## src/rtl/dbg_mem_arb_pkg.sv

```systemverilog
// rtl/dbg_mem_arb_pkg.sv - shared defaults and encodings for the CPU/debug memory read arbiter
package dbg_mem_arb_pkg;

  localparam int MEM_SIZE_DEFAULT     = 128;
  localparam int STARVE_LIMIT_DEFAULT = 8;
  localparam int ADDR_W               = 8;
  localparam int DATA_W               = 16;

  typedef enum logic [1:0] {
    ST_IDLE = 2'd0,
    ST_READ = 2'd1,
    ST_RESP = 2'd2
  } arb_state_t;

  typedef enum logic {
    OWN_CPU = 1'b0,
    OWN_DBG = 1'b1
  } arb_owner_t;

  // True when a word address falls inside the populated memory.
  function automatic logic addr_in_range(input logic [ADDR_W-1:0] addr, input int size);
    return int'(addr) < size;
  endfunction

endpackage

```

## src/rtl/dbg_mem_arb_starve_cnt.sv

```systemverilog
// rtl/dbg_mem_arb_starve_cnt.sv - debug-request starvation counter with saturating count
module dbg_starve_cnt (
  input  logic       clk,
  input  logic       reset,
  input  logic       req,
  input  logic       gnt,
  input  logic [3:0] limit,
  output logic       starve
);

  logic [3:0] cnt;

  // Count cycles debug waits without a grant; any grant or dropped request restarts it.
  always_ff @(posedge clk or posedge reset) begin
    if (reset) begin
      cnt <= 4'd0;
    end else if (!req || gnt) begin
      cnt <= 4'd0;
    end else if (cnt != 4'hf) begin
      cnt <= cnt + 4'd1;
    end
  end

  // Debug overrides CPU priority once it has waited limit cycles.
  always_comb begin
    starve = (cnt >= limit);
  end

endmodule

```

## src/rtl/dbg_mem_arb.sv

```systemverilog
// rtl/dbg_mem_arb.sv - two-requester read arbiter in front of a synchronous memory
module dbg_mem_arb
  import dbg_mem_arb_pkg::*;
#(
  parameter int MEM_SIZE     = MEM_SIZE_DEFAULT,
  parameter int STARVE_LIMIT = STARVE_LIMIT_DEFAULT
) (
  input  logic              clk,
  input  logic              reset,
  input  logic              cpu_req,
  input  logic [ADDR_W-1:0] cpu_addr,
  output logic              cpu_gnt,
  output logic              cpu_rvalid,
  input  logic              dbg_req,
  input  logic [ADDR_W-1:0] dbg_addr,
  output logic              dbg_gnt,
  output logic              dbg_rvalid,
  output logic [DATA_W-1:0] rdata,
  output logic              rerr,
  output logic              mem_en,
  output logic [ADDR_W-1:0] mem_addr,
  input  logic [DATA_W-1:0] mem_rdata
);

  localparam logic [3:0] STARVE_LIM = (STARVE_LIMIT > 15) ? 4'd15 : 4'(STARVE_LIMIT);

  arb_state_t        state_q, state_d;
  arb_owner_t        owner_q, owner_d;
  logic [ADDR_W-1:0] addr_d;
  logic              starve;
  logic              pick_dbg;
  logic              cpu_gnt_d, dbg_gnt_d, cpu_rvalid_d, dbg_rvalid_d, mem_en_d;
  logic              rsp_valid, rsp_in_range;

  dbg_starve_cnt u_starve (
    .clk    (clk),
    .reset  (reset),
    .req    (dbg_req),
    .gnt    (dbg_gnt),
    .limit  (STARVE_LIM),
    .starve (starve)
  );

  // Next state, winner selection and the values the output flops take on the coming edge.
  always_comb begin
    state_d  = state_q;
    owner_d  = owner_q;
    addr_d   = mem_addr;
    pick_dbg = dbg_req && (!cpu_req || starve);
    case (state_q)
      ST_IDLE, ST_RESP: begin
        if (cpu_req || dbg_req) begin
          state_d = ST_READ;
          owner_d = pick_dbg ? OWN_DBG : OWN_CPU;
          addr_d  = pick_dbg ? dbg_addr : cpu_addr;
        end else begin
          state_d = ST_IDLE;
        end
      end
      ST_READ: state_d = ST_RESP;
      default: state_d = ST_IDLE;
    endcase
    cpu_gnt_d    = (state_d == ST_READ) && (owner_d == OWN_CPU);
    dbg_gnt_d    = (state_d == ST_READ) && (owner_d == OWN_DBG);
    mem_en_d     = (state_d == ST_READ) && addr_in_range(addr_d, MEM_SIZE);
    cpu_rvalid_d = (state_d == ST_RESP) && (owner_d == OWN_CPU);
    dbg_rvalid_d = (state_d == ST_RESP) && (owner_d == OWN_DBG);
  end

  // State, owner, captured address and registered handshake outputs; reset aborts any read.
  always_ff @(posedge clk or posedge reset) begin
    if (reset) begin
      state_q    <= ST_IDLE;
      owner_q    <= OWN_CPU;
      mem_addr   <= '0;
      cpu_gnt    <= 1'b0;
      dbg_gnt    <= 1'b0;
      cpu_rvalid <= 1'b0;
      dbg_rvalid <= 1'b0;
      mem_en     <= 1'b0;
    end else begin
      state_q    <= state_d;
      owner_q    <= owner_d;
      mem_addr   <= addr_d;
      cpu_gnt    <= cpu_gnt_d;
      dbg_gnt    <= dbg_gnt_d;
      cpu_rvalid <= cpu_rvalid_d;
      dbg_rvalid <= dbg_rvalid_d;
      mem_en     <= mem_en_d;
    end
  end

  // Response data comes straight from memory; out-of-range reads return zero with rerr.
  always_comb begin
    rsp_valid    = cpu_rvalid || dbg_rvalid;
    rsp_in_range = addr_in_range(mem_addr, MEM_SIZE);
    rdata        = (rsp_valid && rsp_in_range) ? mem_rdata : '0;
    rerr         = rsp_valid && !rsp_in_range;
  end

endmodule

```

## config.mk

```make
export PLATFORM = sky130hd
export DESIGN_NAME = dbg_mem_arb
export DESIGN_NICKNAME = d
export VERILOG_FILES = /design/src/rtl/dbg_mem_arb_pkg.sv /design/src/rtl/dbg_mem_arb_starve_cnt.sv /design/src/rtl/dbg_mem_arb.sv
export SDC_FILE = /design/constraint.sdc
export NUM_CORES = 1
export LEC_CHECK = 0
export BUFFER_PORTS_ARGS = -buffer_cell sky130_fd_sc_hd__buf_2
export CAP_MARGIN = 20
export CORE_MARGIN = 5
export CORE_UTILIZATION = 45
export CTS_CLUSTER_DIAMETER = 40
export DETAILED_ROUTE_END_ITERATION = 6
export GPL_ROUTABILITY_DRIVEN = 1
export HOLD_SLACK_MARGIN = 0.12
export PLACE_DENSITY_LB_ADDON = 0.12
export SETUP_SLACK_MARGIN = 0.5
export SLEW_MARGIN = 20
export SYNTH_ARGS = -nofsm -noshare
export SYNTH_HDL_FRONTEND = slang
export SYNTH_HIERARCHICAL = 1
export SYNTH_SLANG_ARGS = --single-unit
```

## constraint.sdc

```tcl
create_clock -name clk -period 4.2 [get_ports clk]
set_input_delay 0.84 -clock clk [delete_from_list [all_inputs] [get_ports clk]]
set_output_delay 0.84 -clock clk [all_outputs]
set_load 0.05 [all_outputs]
```

==> impl_metrics.env <==
export IMPL_status="finished, final reports clean"
export IMPL_die_y_um=60.1
export IMPL_pwr_share_comb_pct=45.7
export IMPL_critPathArrivalTime_ps=1760
export IMPL_ys_types=28
export IMPL_wl_per_cell_um=12.9
export IMPL_drive_above_1_share_pct=45.5
export IMPL_synth_seq_cells=20
export IMPL_routabilityCongestion=0.743
export IMPL_worstPathMaxFanout=16
export IMPL_fin_util_pct=61.9
export IMPL_syn_area_per_cell_um2=9.24
export IMPL_fill_cells=240
export IMPL_layout_common_cells="buf_2 (65), dfrtp_1 (20), nor2_1 (15), and2_2 (14), o21ai_0 (9)"
export IMPL_critPathLaunchType="register"
export IMPL_num_io_pins=66
export IMPL_p_leak_uw=0.000831
export IMPL_grt_util_met1_pct=19.3
export IMPL_portBuffers=65
export IMPL_powerDensity_nw_per_um2=423
export IMPL_dp_hpwl_mm=2.33
export IMPL_power_switching_uw=285
export IMPL_dr_first_iter_drc_count=38
export IMPL_ys_seq_area_share_pct=44.4
export IMPL_rows=18
export IMPL_postCtsSetupBuffers=0
export IMPL_drt_total_wl_mm=2.84
export IMPL_yosys_warnings=6
export IMPL_synth_area_um2=1130
export IMPL_synthToLayoutAreaGrowth_pct=33.6
export IMPL_cts_sinks=20
export IMPL_final_nets=231
export IMPL_p_clk_share_pct=17.2
export IMPL_htree_num_levels=1
export IMPL_cts_buffers=3
export IMPL_final_common_cell="buf_2"
export IMPL_r2r_slack_ps=2180
export IMPL_drv_slew=0
export IMPL_max_vdd_ir_drop_mv=0.336
export IMPL_num_vias=1047
export IMPL_antenna_found_initial=0
export IMPL_cts_tree="built"
export IMPL_period_share_pct=61.9
export IMPL_seq_power_share_pct=37.2
export IMPL_ant_nets=0
export IMPL_r2r_start="u_starve/cnt[1]$_DFFE_PP0P_"
export IMPL_grt_pass1_wl_mm=4.60
export IMPL_design_core_area_um2=2430
export IMPL_setup_violations=0
export IMPL_diodes=0
export IMPL_slew_headroom_pct=45.5
export IMPL_drc=0
export IMPL_grt_max_degree=17
export IMPL_max_freq_ghz=0.385
export IMPL_cts_resized=0
export IMPL_reg2reg_depth=6
export IMPL_drtPass1Iterations=4
export IMPL_syn_inst=122
export IMPL_rsz0062_at_grt="no"
export IMPL_use_met3_pct=3.02
export IMPL_hold_path_class="input port to asynchronous set/reset pin"
export IMPL_end_kind="primary output"
export IMPL_die_area_um2=3610
export IMPL_overflow=0
export IMPL_p_int_uw=353
export IMPL_fin_crit_ps=2600
export IMPL_use_met2_pct=31.0
export IMPL_fin_skew_ps=7.23
export IMPL_die_w_um=60.1
export IMPL_cts_path_max_buffers=2
export IMPL_worst_pin_slew_ps=816
export IMPL_root_buffer="clkbuf_4"
export IMPL_drv_cap=0
export IMPL_cts_hold_buf=0
export IMPL_p_sw_share_pct=44.6
export IMPL_reg2reg_to="mem_addr[7]$_DFF_PP0_"
export IMPL_grt_busiest_layer="met2"
export IMPL_finalSetupTns_ps=0
export IMPL_critical_path_class="register to primary output"
export IMPL_viasPerCell=4.78
export IMPL_grtUsageTotal_pct=16.6
export IMPL_cp_required_ps=3360
export IMPL_hold_viol_final=0
export IMPL_clock_latency_ps=290
export IMPL_grt_pass1_vias=1008
export IMPL_start_util_pct=46.3
export IMPL_clk_pin_slew_worst_paths_ps=110
-- flip-flops by register name, indices dropped and copies added, names as in the netlist --
register / cells
state_q: 2
u_starve/cnt: 4
cpu_rvalid: 1
cpu_gnt: 1
owner_q: 1
mem_addr: 8
mem_en: 1
dbg_gnt: 1
dbg_rvalid: 1
-- Yosys cell counts, drive strengths merged --
master	number	area share, %
dfrtp	20	44
and2	19	12
nor2	15	5.0
o21ai	9	4.0
a21oi	8	3.6
a31oi	8	4.4
inv	8	2.7
ha	5	5.5
nand2	5	1.7
nor3	4	1.8
buf	3	2.1
nand2b	3	2.3
nor2b	3	1.7
conb	2	0.67
nand3	2	0.89
a2111oi	1	2.4
a32oi	1	0.78
and2b	1	0.67
clkbuf	1	0.33
mux2i	1	0.89
nor3b	1	0.67
o21bai	1	0.67
xnor2	1	0.78
-- critical path, stage by stage (launching register included) --
cell and delay (ps):
dfrtp_1 420, nor2_1 540, and2_2 260, buf_2 260
-- worst max-delay path by stage --
stage	start	end	slack, ps	depth (start not counted)
CTS	mem_addr[7]$_DFF_PP0_	rdata[9]	1590	3
global route	mem_addr[7]$_DFF_PP0_	rdata[7]	1420	3
global placement	dbg_req	mem_en$_DFF_PP0_	1930	4
finish	mem_addr[7]$_DFF_PP0_	rdata[7]	1600	3
detailed placement	dbg_req	mem_addr[4]$_DFFE_PP0P_	1930	5
floorplan	dbg_rvalid$_DFF_PP0_	rdata[14]	1770	4
-- power groups by stage --
stage / registers (uW) / clock network [uW] / logic [uW]
after floorplan: 315 / 0 / 151
after global placement: 240 / 0 / 290
after detailed placement: 241 / 0 / 294
after CTS: 238 / 113 / 294
after global routing: 242 / 120 / 312
final: 237 / 109 / 291
-- cells by family (layout without fill, tap and decap cells) --
group | count (synthesis) | in the layout | synth area share [%]
XOR/XNOR | 1 | 1 | 0.777
multiplexers | 1 | 1 | 0.888
AO/OA/AOI/OAI | 28 | 28 | 15.9
flip-flops | 20 | 20 | 44.4
adder cells (fa/ha/maj) | 5 | 5 | 5.55
AND/OR/NAND/NOR | 53 | 53 | 26.7
buffers and inverters | 12 | 77 | 5.10
other | 2 | 4 | 0.666
-- routing by layer --
metal / part of all wire [%] / vias up
met4: 0.67 / 0
met3: 5.3 / 2
met1: 38 / 481
met5: 0 / -
met2: 56 / 26
li1: - / 538
-- per-stage QoR --
stage | power (uW) | setup WS [ps] | hold slack, ps | area [um2] | std cells
floorplan | 466 | 1770 | 392 | 1130 | 124
global placement | 530 | 1930 | 404 | 1470 | 215
detailed placement | 535 | 1930 | 413 | 1470 | 215
CTS | 645 | 1590 | 410 | 1510 | 219
global route | 674 | 1420 | 417 | 1510 | 219
finish | 638 | 1600 | 410 | 1510 | 219
-- final cells by class --
class	instances	area [um2]	share of cell area (%)
clock buffers	4	36.3	2.41
inverters	8	30.0	1.99
multi-input cells	92	577	38.3
flip-flops and latches	20	500	33.2
well taps	30	37.5	2.49
repair buffers	65	325	21.6
Power figures use the tool's default switching activity.
